===== src/rtl/mac_pkg.sv =====
// rtl/mac_pkg.sv - shared MAC vector geometry and sequencer state encoding
package mac_pkg;

  localparam int LANES   = 16;
  localparam int LANE_W  = 8;
  localparam int VEC_W   = LANES * LANE_W;
  localparam int SUM_W   = 20;
  localparam int MAC_LAT = 3;

  typedef enum logic [1:0] {
    IDLE,
    ISSUE,
    DRAIN,
    DONE
  } seq_state_t;

endpackage


===== src/rtl/mac_chunk_sequencer_if.sv =====
// rtl/mac_chunk_sequencer_if.sv - memory read, MAC feed and result handshake bundle
interface mac_chunk_sequencer_if
  import mac_pkg::*;
#(
  parameter int ADDR_W = 10,
  parameter int ACC_W  = 26
);

  logic              mem_en;
  logic [ADDR_W-1:0] pix_addr;
  logic [ADDR_W-1:0] wgt_addr;
  logic [VEC_W-1:0]  pix_data;
  logic [VEC_W-1:0]  wgt_data;
  logic [VEC_W-1:0]  mac_pixels;
  logic [VEC_W-1:0]  mac_weights;
  logic [SUM_W-1:0]  mac_sum;
  logic [ACC_W-1:0]  result;
  logic              result_valid;
  logic              result_ready;

  modport master (
    output mem_en, pix_addr, wgt_addr, mac_pixels, mac_weights, result, result_valid,
    input  pix_data, wgt_data, mac_sum, result_ready
  );

  modport slave (
    input  mem_en, pix_addr, wgt_addr, mac_pixels, mac_weights, result, result_valid,
    output pix_data, wgt_data, mac_sum, result_ready
  );

endinterface


===== src/rtl/mac_valid_pipe.sv =====
// rtl/mac_valid_pipe.sv - 1-bit valid shift register with sync clear, tail and occupancy flags
module mac_valid_pipe #(
  parameter int DEPTH = 4
) (
  input  logic             clk,
  input  logic             resetn,
  input  logic             din,
  output logic [DEPTH-1:0] stages,
  output logic             tail,
  output logic             any
);

  logic [DEPTH-1:0] q;

  always_ff @(posedge clk) begin
    if (!resetn) begin
      q <= '0;
    end else begin
      q <= {q[DEPTH-2:0], din};
    end
  end

  assign stages = q;
  assign tail   = q[DEPTH-1];
  assign any    = |q;

endmodule


===== src/rtl/mac_chunk_sequencer.sv =====
// rtl/mac_chunk_sequencer.sv - streams NUM_CHUNKS memory word pairs into the MAC and accumulates one neuron
module mac_chunk_sequencer
  import mac_pkg::*;
#(
  parameter int NUM_CHUNKS = 49,
  parameter int ADDR_W     = 10,
  parameter int MEM_LAT    = 1,
  parameter int MAC_LAT    = mac_pkg::MAC_LAT,
  parameter int ACC_W      = 26
) (
  input  logic              clk,
  input  logic              resetn,
  input  logic              start,
  input  logic [ADDR_W-1:0] pix_base,
  input  logic [ADDR_W-1:0] wgt_base,
  output logic              busy,
  mac_chunk_sequencer_if.master bus
);

  localparam int PIPE_D = MEM_LAT + MAC_LAT;
  localparam int CNT_W  = (NUM_CHUNKS > 1) ? $clog2(NUM_CHUNKS) : 1;
  localparam logic [CNT_W-1:0] LAST = CNT_W'(NUM_CHUNKS - 1);

  seq_state_t        state;
  logic [CNT_W-1:0]  cnt;
  logic [ACC_W-1:0]  acc;
  logic [PIPE_D-1:0] stages;
  logic              tail;
  logic              any;
  logic              data_valid;

  mac_valid_pipe #(.DEPTH(PIPE_D)) u_valid_pipe (
    .clk    (clk),
    .resetn (resetn),
    .din    (bus.mem_en),
    .stages (stages),
    .tail   (tail),
    .any    (any)
  );

  // Memory data is live exactly MEM_LAT cycles after its read enable.
  assign data_valid      = stages[MEM_LAT-1];
  assign bus.mac_pixels  = data_valid ? bus.pix_data : '0;
  assign bus.mac_weights = data_valid ? bus.wgt_data : '0;

  always_ff @(posedge clk) begin
    if (!resetn) begin
      state            <= IDLE;
      busy             <= 1'b0;
      bus.mem_en       <= 1'b0;
      bus.pix_addr     <= '0;
      bus.wgt_addr     <= '0;
      cnt              <= '0;
      acc              <= '0;
      bus.result       <= '0;
      bus.result_valid <= 1'b0;
    end else begin
      if (tail) begin
        acc <= acc + ACC_W'(bus.mac_sum);
      end
      case (state)
        IDLE: begin
          if (start) begin
            state        <= ISSUE;
            busy         <= 1'b1;
            bus.mem_en   <= 1'b1;
            bus.pix_addr <= pix_base;
            bus.wgt_addr <= wgt_base;
            cnt          <= '0;
            acc          <= '0;
          end
        end
        ISSUE: begin
          if (cnt == LAST) begin
            bus.mem_en <= 1'b0;
            state      <= DRAIN;
          end else begin
            cnt          <= cnt + CNT_W'(1);
            bus.pix_addr <= bus.pix_addr + ADDR_W'(1);
            bus.wgt_addr <= bus.wgt_addr + ADDR_W'(1);
          end
        end
        DRAIN: begin
          // The last tail bit has already been folded into acc once the pipe reads empty.
          if (!any) begin
            bus.result       <= acc;
            bus.result_valid <= 1'b1;
            state            <= DONE;
          end
        end
        DONE: begin
          if (bus.result_ready) begin
            bus.result_valid <= 1'b0;
            busy             <= 1'b0;
            state            <= IDLE;
          end
        end
        default: state <= IDLE;
      endcase
    end
  end

endmodule


===== src/flat_wrapper.sv =====
// flat-port wrapper written by rule: the top's interface ports become plain ports
module mac_chunk_sequencer_flat import mac_pkg::*;
#(
  parameter int NUM_CHUNKS = 49,
  parameter int ADDR_W     = 10,
  parameter int MEM_LAT    = 1,
  parameter int MAC_LAT    = mac_pkg::MAC_LAT,
  parameter int ACC_W      = 26
)
  (clk, resetn, start, pix_base, wgt_base, busy, bus_mem_en, bus_pix_addr, bus_wgt_addr, bus_mac_pixels, bus_mac_weights, bus_result, bus_result_valid, bus_pix_data, bus_wgt_data, bus_mac_sum, bus_result_ready);
  mac_chunk_sequencer_if #(.ADDR_W(ADDR_W), .ACC_W(ACC_W)) bus_i ();
  input  logic clk;
  input  logic resetn;
  input  logic start;
  input  logic [ADDR_W-1:0] pix_base;
  input  logic [ADDR_W-1:0] wgt_base;
  output logic busy;
  output wire logic [$bits(bus_i.mem_en)-1:0] bus_mem_en;
  output wire logic [$bits(bus_i.pix_addr)-1:0] bus_pix_addr;
  output wire logic [$bits(bus_i.wgt_addr)-1:0] bus_wgt_addr;
  output wire logic [$bits(bus_i.mac_pixels)-1:0] bus_mac_pixels;
  output wire logic [$bits(bus_i.mac_weights)-1:0] bus_mac_weights;
  output wire logic [$bits(bus_i.result)-1:0] bus_result;
  output wire logic [$bits(bus_i.result_valid)-1:0] bus_result_valid;
  input wire logic [$bits(bus_i.pix_data)-1:0] bus_pix_data;
  input wire logic [$bits(bus_i.wgt_data)-1:0] bus_wgt_data;
  input wire logic [$bits(bus_i.mac_sum)-1:0] bus_mac_sum;
  input wire logic [$bits(bus_i.result_ready)-1:0] bus_result_ready;
  assign bus_mem_en = bus_i.mem_en;
  assign bus_pix_addr = bus_i.pix_addr;
  assign bus_wgt_addr = bus_i.wgt_addr;
  assign bus_mac_pixels = bus_i.mac_pixels;
  assign bus_mac_weights = bus_i.mac_weights;
  assign bus_result = bus_i.result;
  assign bus_result_valid = bus_i.result_valid;
  assign bus_i.pix_data = bus_pix_data;
  assign bus_i.wgt_data = bus_wgt_data;
  assign bus_i.mac_sum = bus_mac_sum;
  assign bus_i.result_ready = bus_result_ready;
  mac_chunk_sequencer #(.NUM_CHUNKS(NUM_CHUNKS), .ADDR_W(ADDR_W), .MEM_LAT(MEM_LAT), .MAC_LAT(MAC_LAT), .ACC_W(ACC_W)) u_core (.clk(clk), .resetn(resetn), .start(start), .pix_base(pix_base), .wgt_base(wgt_base), .busy(busy), .bus(bus_i));
endmodule

===== config.mk =====
export PLATFORM = sky130hd
export DESIGN_NAME = mac_chunk_sequencer_flat
export DESIGN_NICKNAME = d
export VERILOG_FILES = /design/src/rtl/mac_pkg.sv /design/src/rtl/mac_chunk_sequencer_if.sv /design/src/rtl/mac_valid_pipe.sv /design/src/rtl/mac_chunk_sequencer.sv /design/src/flat_wrapper.sv
export SDC_FILE = /design/constraint.sdc
export NUM_CORES = 1
export LEC_CHECK = 0
export CORE_AREA = 2 2 239 241
export CTS_CLUSTER_SIZE = 14
export DETAILED_ROUTE_END_ITERATION = 16
export DIE_AREA = 0 0 241 243
export GPL_ROUTABILITY_DRIVEN = 0
export GPL_TIMING_DRIVEN = 0
export SLEW_MARGIN = 20
export SYNTH_ARGS = -nofsm -noshare
export SYNTH_HDL_FRONTEND = slang
export SYNTH_SLANG_ARGS = --single-unit

===== constraint.sdc =====
create_clock -name clk -period 8 [get_ports clk]
set_clock_uncertainty 0.15 [all_clocks]
set_input_delay 1.6 -clock clk [delete_from_list [all_inputs] [get_ports clk]]
set_output_delay 1.6 -clock clk [all_outputs]
set_load 0.02 [all_outputs]

# Yosys cells after proc, flatten, opt, wreduce, memory -nomap -nowiden
# Cells that the tools add are included.
[word_totals]
regBits = 87
inputBits = 300
output_inout_bits = 305
word_cells = 61
[op_classes]
addsub = 4
eq_ne = 9
muxes = 26
bitwise = 1
n_reduce_logical = 11
[op_table]
columns = ["cell", "count"]
rows = [
  ["128-bit two-way mux", 2],
  ["26-bit two-way mux", 3],
  ["10-bit two-way mux", 4],
  ["10-bit case mux with 2 select lines", 2],
  ["26-bit by 20-bit adder with 26-bit output", 1],
  ["10-bit by 1-bit adder with 10-bit output (second input constant)", 2],
  ["6-bit two-way mux", 2],
  ["6-bit case mux with 2 select lines", 1],
  ["3-bit AND reduction", 4],
  ["2-bit two-way mux", 4],
  ["2-bit != test (second input constant)", 4],
  ["2-bit case mux with 4 select lines", 1],
  ["6-bit by 1-bit adder with 6-bit output (second input constant)", 1],
  ["6-bit == test (second input constant)", 1],
  ["1-bit case mux with 2 select lines", 3],
  ["2-bit nonzero test", 3],
  ["2-bit == test (second input constant)", 2],
  ["1-bit two-way mux", 4],
  ["4-bit AND reduction", 1],
  ["4-bit OR reduction", 1],
  ["2-bit by 1-bit == test with 1-bit output (second input constant)", 1],
  ["2-bit zero test", 1],
  ["2-bit by 1-bit != test with 1-bit output (second input constant)", 1],
  ["2-bit AND reduction", 1],
  ["1-bit inverter", 1],
]

# Longest topological paths before layout
# Gate-level depths: netlist (run 1).
[logic_depth]
ltp_word = 4
depth_mapped = 11
depth_no_buf = 11

# Modules after synthesis
# From an unflattened synthesis (run 1), not the netlist that was laid out.
[unflattened]
cells_unflattened = 899
area_unflattened_um2 = 6658.9
[modules_own_cells]
columns = ["module", "instances", "cells_per_inst", "area_per_inst_um2", "seq_area_each_um2"]
rows = [
  ["mac_chunk_sequencer", 1, 889, 6537.5, 1661.6],
  ["mac_valid_pipe", 1, 10, 121.4, 80.1],
]

# Worst setup path after synthesis (run 1)
# No wires, ideal clock.
[synth_path]
kind = "input to register"
from = "input port bus_mac_sum[0]"
to = "register u_core.acc[18]"
setup_time_ps = 62
arrival_time_ps = 3719
required_time_ps = 7788
setup_slack_ps = 4069
stages = 11
n_path_buf = 0
cell_sequence = "ha_1 > inv_1 > fa_1 > and2b_2 > o211ai_4 > a31oi_4 > a41oi_4 > nor4b_2 > o21ai_1 > or4_1 > nand3_1"
[synth_via]
elab_chain_cells = 4
[synth_rtl]
columns = ["item", "line", "text"]
rows = [
  ["start: declaration", "flat_wrapper.sv:27", "input wire logic [$bits(bus_i.mac_sum)-1:0] bus_mac_sum;"],
  ["26-bit by 20-bit adder with 26-bit output *", "mac_chunk_sequencer.sv:59", "acc <= acc + ACC_W'(bus.mac_sum);"],
  ["26-bit two-way mux *", "mac_chunk_sequencer.sv:58", "if (tail) begin"],
  ["26-bit two-way mux", "mac_chunk_sequencer.sv:63", "if (start) begin"],
  ["26-bit two-way mux *", "mac_chunk_sequencer.sv:61", "case (state)"],
  ["end signal: assignment", "mac_chunk_sequencer.sv:59", ""],
  ["end: declaration", "mac_chunk_sequencer.sv:26", "logic [ACC_W-1:0] acc;"],
]
# Every way passes the cells marked *; elsewhere a longest branch is shown, timed or not.
# A chain may end at the register's enable or synchronous reset.

# Worst setup path after layout (run 1)
[layout_path]
from = "register u_core.u_valid_pipe.q[0] (netlist: u_core.u_valid_pipe.stages[0])"
to = "output port bus_mac_weights[123]"
[layout_via]
elab_chain_cells = 1
[layout_rtl]
columns = ["item", "line", "text"]
rows = [
  ["start: declaration", "mac_valid_pipe.sv:13", "logic [DEPTH-1:0] q;"],
  ["start signal: assignment", "mac_valid_pipe.sv:19", "q <= {q[DEPTH-2:0], din};"],
  ["128-bit two-way mux", "mac_chunk_sequencer.sv:44", "assign bus.mac_weights = data_valid ? bus.wgt_data : '0;"],
  ["end: declaration", "flat_wrapper.sv:22", "output wire logic [$bits(bus_i.mac_weights)-1:0] bus_mac_weights;"],
]
# Every way passes these cells.

==> flow_summary_export.csv, run 1 <==
group,metric,value,unit
place,dp_hpwl,39.8,mm
synth,ys_ff_latch,87,
worst_setup_path,path_buf_inv,3,
worst_setup_path,crit_fanout,10,
die,io_pins,605,
pwr,p_leak,4.92,nW
die,dieArea,0.0586,sq mm
worst_setup_path,cp-startpoint,"u_core.u_valid_pipe.stages[0]$_SDFF_PN0_",
sta,min_period_over_period,60.9,%
route,vias_per_cell,3.86,
synth,synth_top_family_by_area,"simple AND/OR/NAND/NOR gates",
worst_setup_path,worst-setup-path-type,"flop to primary output",
worst_setup_path,worstPathCellList,"clkbuf_1 > clkbuf_1 > and2_1 > clkdlybuf4s50_1",
global_route,grt_max_degree,15,
die,die_y,243,microns
clocking,cts.repair_timing.setup_buffer_count,0,
pwr,p_clk_share,17.5,%
worst_setup_path,cp.arrival,3.12,ns
clocking,clock_sinks,87,
synth,synth_xor_area_share,3.51,%
sta,setup-tns-final,0,ns
die,rows,87,
synth,synth-edff-count,0,
sta,holdWs,0.301,ns
synth,synthArstFlopShare,0,%
sta,timing.slew.headroom,44.2,%
clocking,cts_made_buffers,9,
flow_run,max_cap_viol_count,0,
clocking,clk_transition_reported_paths,0.06,ns
clocking,cts_hold_buf,0,
worst_setup_path,timing.rr.start,"u_core.acc[0]$_SDFF_PN0_",
clocking,cts_resized,0,
synth,synthAdderAreaFrac,5.71,%
sta,fmax,0.205,GHz
route,wire_per_inst,20.3,microns
global_route,antenna_found_initial,19,
place,io_buffer_count,604,
synth,yosysSeqAreaShare,26.9,%
worst_setup_path,cp_top_family,"buffers and inverters",
global_route,grt_pass1_vias,8687,
clocking,cts_root_buffer,"clkbuf_16",
worst_setup_path,cp-start-kind,"flop",
route,antenna_left,0,
clocking,ctsHtreeMaxLevel,3,
route,drcViolationCount,0,
status,status,"completed",
synth,synth-simple-area-share,39.5,%
clocking,clk_path_buf_depth,2,
die,core,0.0560,sq mm
sta,slew_violations,0,
pwr,p_per_area,184,mW/mm^2
synth,synthDistinctLibCells,53,
global_route,track_usage,14.9,%
min_path,worstHoldStart,"u_core.u_valid_pipe.stages[2]$_SDFF_PN0_",
synth,muxShareOfSynthArea,1.85,%
sta,period_minus_slack,4.87,ns
worst_setup_path,worstPathRequired,6.25,ns
final_layout,nNetsFinal,1820,
synth,synth.yosys.warnings,0,
pwr,seqPwrFrac,22.7,%
sta,worst_slew_pin_slew,0.837,ns
synth,synth-main-ff-cell,"dfxtp_1",
pwr,switching_share,44.0,%
worst_setup_path,critPathCaptureType,"primary output",
pwr,combPwrFrac,59.8,%
sta,hold_viol_final,0,
global_route,grt-ovfl-total,0,
synth,synthCells,876,
synth,syn-num-nets,1205,
sta,rsz0062_at_grt,"false",
synth,syn_area,0.00648,sq mm
pwr,p_int,1.42,mW
final_layout,drive_gt1_share,1.61,%
die,die_w,241,microns
sta,setup_viol,0,
route,drtIter0Drc,483,
pwr,power_switching,1.11,mW
min_path,hold_path_class,"flop to flop",
die,initial_core_util,11.6,%
clocking,cts_tree,"done",
worst_setup_path,cpMaxStageDelayCell,"clkbuf_1",
pwr,peakVddDrop,122,uV
route,firstDrtPassIters,5,
clocking,clock_latency,0.36,ns
worst_setup_path,cpMostUsedCell,"clkbuf_1",
synth,synth_compound_area_share,17.9,%
route,vias,8708,
global_route,grt_pass1_wl,62.5,mm
synth,synth.avg_cell_area,7.40,sq um
route,routed_wl,45.8,mm
final_layout,syn_to_final_growth,113,%
worst_setup_path,cp_slowest_stage_delay,0.69,ns
## worst paths after layout
check / depth (start not counted) / slack [ns] / endpoint
max: 4 / 3.13 / bus_mac_weights[123]
min: 1 / 0.30 / u_core.u_valid_pipe.stages[3]$_SDFF_PN0_
max reg2reg: 11 / 5.05 / u_core.acc[18]$_SDFF_PN0_
min reg2reg: 1 / 0.30 / u_core.u_valid_pipe.stages[3]$_SDFF_PN0_
## registers in the layout, summed over array words and instances (netlist names)
name / flops
u_core.acc: 26
u_core.bus.mem_en: 1
u_core.bus.pix_addr: 10
u_core.bus.result: 26
u_core.bus.result_valid: 1
u_core.bus.wgt_addr: 10
u_core.busy: 1
u_core.cnt: 6
u_core.state: 2
u_core.u_valid_pipe.stages: 4
## routing by layer
metal  track usage, %  vias to the layer above  wire [microns]
li1                 -                     4145               -
met1             17.9                     3985           18600
met2             23.4                      507           20100
met3             7.39                       49            6000
met4             3.18                       22             907
met5             1.26                        -             217
## power groups by stage
stage	Combinational, mW	Sequential, mW	Clock, mW
after floorplan	0.670	0.617	0
after global placement	1.51	0.580	0
after detailed placement	1.51	0.581	0
after CTS	1.52	0.573	0.461
after global routing	1.61	0.585	0.476
final	1.52	0.574	0.443
## final cells by class
cell class | count | area (sq um)
Fill cell | 6154 | 42200
Clock inverter | 4 | 55.1
Inverter | 25 | 93.8
Buffer | 55 | 206
Clock buffer | 11 | 243
Tap cell | 756 | 946
Timing Repair Buffer | 604 | 6050
Sequential cell | 87 | 1740
Antenna cell | 4 | 10.0
Multi-Input combinational cell | 709 | 4440
## cell usage in the layout (no fill, tap or decap), types with 12 or more instances in the layout
master and count:
nor2_1 53, and2_1 272, a21boi_1 22, nand2_1 86, o21ai_0 33, dfxtp_1 87, clkbuf_1 55, a21oi_1 53
inv_1 25, xnor2_1 15, ha_1 28, mux2i_1 12, clkdlybuf4s50_1 604, nand3_1 16
## Yosys cell counts (2+ instances only)
cell type  number  area, sq um
o21ai_1         6         30.0
o22ai_1         7         43.8
inv_1          25         93.8
clkbuf_1       54          203
a21boi_1       22          165
nand4_1         7         43.8
a22oi_1         2         15.0
xor2_1         11         96.3
nor2_1         53          199
mux2i_1        12          120
o21bai_1        2         15.0
nand3_1        16         80.1
o2bb2ai_1       3         26.3
o21a_1          4         30.0
o21ai_0        33          165
and2_1        272         1700
nor2b_1         6         37.5
a31oi_1         5         31.3
and3_1          3         18.8
o211a_1         4         40.0
a211oi_1        5         37.5
or4_1           2         15.0
ha_1           28          350
nor3_1          7         35.0
a21o_1          8         60.1
nor4_1          3         18.8
xnor2_1        15          131
and4_1          3         26.3
a21oi_1        53          265
nand2b_1        4         25.0
nand2_1        86          323
a21boi_0        7         52.6
dfxtp_1        87         1740
o221a_2         2         22.5
## cells by family (layout without fill, tap and decap cells)
| logic type | after synthesis | after routing |
|---|---|---|
| simple gates | 466 | 466 |
| compound gates | 176 | 176 |
| flops | 87 | 87 |
| buf+inv | 80 | 699 |
| fa+ha+maj | 29 | 29 |
| xor+xnor | 26 | 26 |
| mux | 12 | 12 |
| other cells | 0 | 4 |
## worst reg2reg max path: cells and delay by family (launching register included)
family	cells	cell delay, ns
DFF	1	0.35
buffers and inverters	1	0.05
adders and majority gates	2	0.57
and+or+nand+nor	4	1.09
AOI/OAI and AO/OA	4	0.67
## metrics by stage
step           cell area, sq um  util, %  std cells  setup slack [ns]  power [mW]
5_1_grt                   13800     24.6       2255              2.87        2.68
3_3_place_gp              13500     24.1       2236              3.21        2.09
6_report                  13800     24.6       2255              3.13        2.53
3_5_place_dp              13500     24.1       2236              3.22        2.09
2_1_floorplan              6480        -        876              4.07        1.29
4_1_cts                   13800     24.6       2251              2.93        2.56
(Power assumes the default switching activity.)
==> inputs of run 2 (changes only) <==
Settings changed: CORE_AREA 2 2 239 241 to 2 2 236 238, DIE_AREA 0 0 241 243 to 0 0 238 240.
Clock period 8 ns to 5.1 ns, I/O delays scaled along.
==> run 2 against run 1 <==
- worst hold slack better by 0.0047 ns
- non-clock buffer count stayed put
- highest routed layer unchanged
- critical path depth stayed put
- sequential share of layout area hardly changed
- first-iteration DRC count is 27% higher
- clock-buffer cell count is 1 lower
- die area is 2.5% lower
- setup slack worse by 2.3 ns
- design area is 0.16% lower
- via count is 3.0% higher
- total power is 61% higher
==> flow_summary_export.csv, run 2 (synthesis gave the netlist of run 1 again) <==
group,metric,value,unit
pwr,peakVddDrop,259,uV
worst_setup_path,reg2reg_depth,11,
worst_setup_path,cp-start-kind,"flop",
worst_setup_path,critPathCaptureType,"primary output",
die,io_pins,605,
pwr,p_int,2.23,mW
flow_run,max_cap_viol_count,0,
worst_setup_path,r2r_end,"u_core.acc[18]$_SDFF_PN0_",
clocking,clk_path_buf_depth,2,
worst_setup_path,cp.arrival,3.08,ns
sta,worst_slew_pin_slew,0.816,ns
clocking,cts_hold_buf,0,
route,drtIter0Drc,613,
sta,period_minus_slack,4.25,ns
clocking,cts_tree,"done",
global_route,grt_pass1_vias,9053,
final_layout,top_regs,"u_core.acc x26, u_core.bus.result x26",
sta,setup-tns-final,0,ns
sta,hold_viol_final,0,
pwr,power_switching,1.86,mW
final_layout,syn_to_final_growth,112,%
pwr,switching_share,45.4,%
clocking,clk_transition_reported_paths,0.06,ns
sta,timing.slew.headroom,45.6,%
clocking,clock_sinks,87,
place,io_buffer_count,604,
clocking,ctsHtreeMaxLevel,3,
die,initial_core_util,11.9,%
pwr,p_clk_share,17.4,%
pwr,combPwrFrac,60.4,%
pwr,seqPwrFrac,22.1,%
pwr,p_per_area,297,mW/mm^2
worst_setup_path,timing.rr.start,"u_core.acc[0]$_SDFF_PN0_",
route,wire_per_inst,25.9,microns
place,dp_hpwl,51.6,mm
die,core,0.0547,sq mm
final_layout,stdcell_count,2215,
clocking,cts_root_buffer,"clkbuf_16",
worst_setup_path,worstPathRequired,3.93,ns
global_route,grt_pass1_wl,74.1,mm
route,antenna_left,0,
global_route,grt_max_degree,17,
clocking,cts.repair_timing.setup_buffer_count,0,
route,routed_wl,57.4,mm
die,rows,86,
die,die_y,240,microns
sta,rsz0062_at_grt,"false",
clocking,cts_made_buffers,9,
route,drcViolationCount,0,
sta,fmax,0.235,GHz
route,vias_per_cell,4.05,
min_path,hold_path_class,"flop to flop",
die,die_w,238,microns
worst_setup_path,r2r_setup_slack,2.13,ns
sta,min_period_over_period,83.4,%
final_layout,nNetsFinal,1820,
global_route,antenna_found_initial,27,
sta,slew_violations,0,
clocking,clock_latency,0.36,ns
final_layout,final_common_cell,"clkdlybuf4s50_1",
route,firstDrtPassIters,5,
global_route,track_usage,19.0,%
final_layout,drive_gt1_share,1.74,%
final_layout,mostFrequentLayoutCells,"604 x clkdlybuf4s50_1, 272 x and2_1, 87 x dfxtp_1",
worst_setup_path,cp-startpoint,"u_core.u_valid_pipe.stages[0]$_SDFF_PN0_",
status,status,"completed",
worst_setup_path,crit_fanout,10,
sta,setup_viol,0,
final_layout,final_util,25.2,%
global_route,grt-ovfl-total,0,
pwr,p_leak,4.93,nW
route,vias,8969,
place,placed_cells,2184,
die,dieArea,0.0571,sq mm
worst_setup_path,crit_end,"bus_mac_weights[89]",
worst_setup_path,worst-setup-path-type,"flop to primary output",
clocking,cts_resized,0,
-- run 2: cell types whose count changed in the layout (fill, tap and decap cells not counted) --
cell | before | now
clkbuf_1 | 55 | 54
clkinv_4 | 1 | 2
clkinvlp_4 | 1 | 0
diode_2 | 4 | 15
inv_6 | 1 | 3
-- run 2: layout make-up --
class	instances	area [sq um]
fillers	5849	40900
repair buffers	604	6050
multi-input cells	709	4440
flip-flops and latches	87	1740
well taps	704	881
clock buffers	10	239
plain buffers	55	206
inverters	25	93.8
clock inverters	6	73.8
diodes	15	37.5
-- run 2: critical path: stages, from the launching register on --
cell             delay (ns)
dfxtp_1                0.61
clkbuf_1               0.67
clkbuf_1               0.30
and2_1                 0.18
clkdlybuf4s50_1        0.95
-- run 2: worst min path at each step --
| stage | start | to | cells after the start |
|---|---|---|---|
| 6_report | u_core.u_valid_pipe.stages[2]$_SDFF_PN0_ | u_core.u_valid_pipe.stages[3]$_SDFF_PN0_ | 1 |
| 5_1_grt | u_core.u_valid_pipe.stages[2]$_SDFF_PN0_ | u_core.u_valid_pipe.stages[3]$_SDFF_PN0_ | 1 |
| 3_3_place_gp | u_core.u_valid_pipe.stages[2]$_SDFF_PN0_ | u_core.u_valid_pipe.stages[3]$_SDFF_PN0_ | 1 |
| 2_1_floorplan | u_core.u_valid_pipe.stages[2]$_SDFF_PN0_ | u_core.u_valid_pipe.stages[3]$_SDFF_PN0_ | 1 |
| 3_5_place_dp | u_core.u_valid_pipe.stages[2]$_SDFF_PN0_ | u_core.u_valid_pipe.stages[3]$_SDFF_PN0_ | 1 |
| 4_1_cts | u_core.u_valid_pipe.stages[2]$_SDFF_PN0_ | u_core.u_valid_pipe.stages[3]$_SDFF_PN0_ | 1 |
-- run 2: metrics by stage --
stage               cell area (sq um)  power [mW]  setup WS [ns]  hold slack, ns
global placement                13400        3.34           1.01           0.289
floorplan                        6480        2.02           1.75           0.281
finish                          13800        4.09          0.848           0.306
global route                    13700        4.28          0.744           0.325
CTS                             13700        4.10          0.818           0.306
detailed placement              13400        3.36          0.975           0.291
-- run 2: routing by layer --
metal  GRT usage, %  routed length, microns  vias up
met5           2.60                     200        -
met4           8.18                    2870       22
met3           10.7                    7850       84
met2           28.8                   24100      571
met1           21.6                   22400     4128
li1               -                       -     4164
-- run 2: power by group through the flow --
stage | combinational [mW] | clock [mW] | sequential (mW)
global route | 2.61 | 0.755 | 0.918
global placement | 2.43 | 0 | 0.913
CTS | 2.47 | 0.730 | 0.900
floorplan | 1.05 | 0 | 0.969
detailed placement | 2.45 | 0 | 0.912
finish | 2.47 | 0.712 | 0.905
==> inputs of run 3 (changes only) <==
Clock period 5.1 ns to 4.2 ns, I/O delays scaled along.
==> results of run 3 <==
The final DEF is identical to that of run 2. Status: completed.
Main changes from that run: setup slack after placement 0.975 ns -> 0.255 ns; setup slack after layout 0.848 ns -> 0.128 ns; register-to-register setup slack 2.13 ns -> 1.23 ns; total power 4.09 mW -> 4.96 mW; worst IR drop on VDD 259 uV -> 315 uV
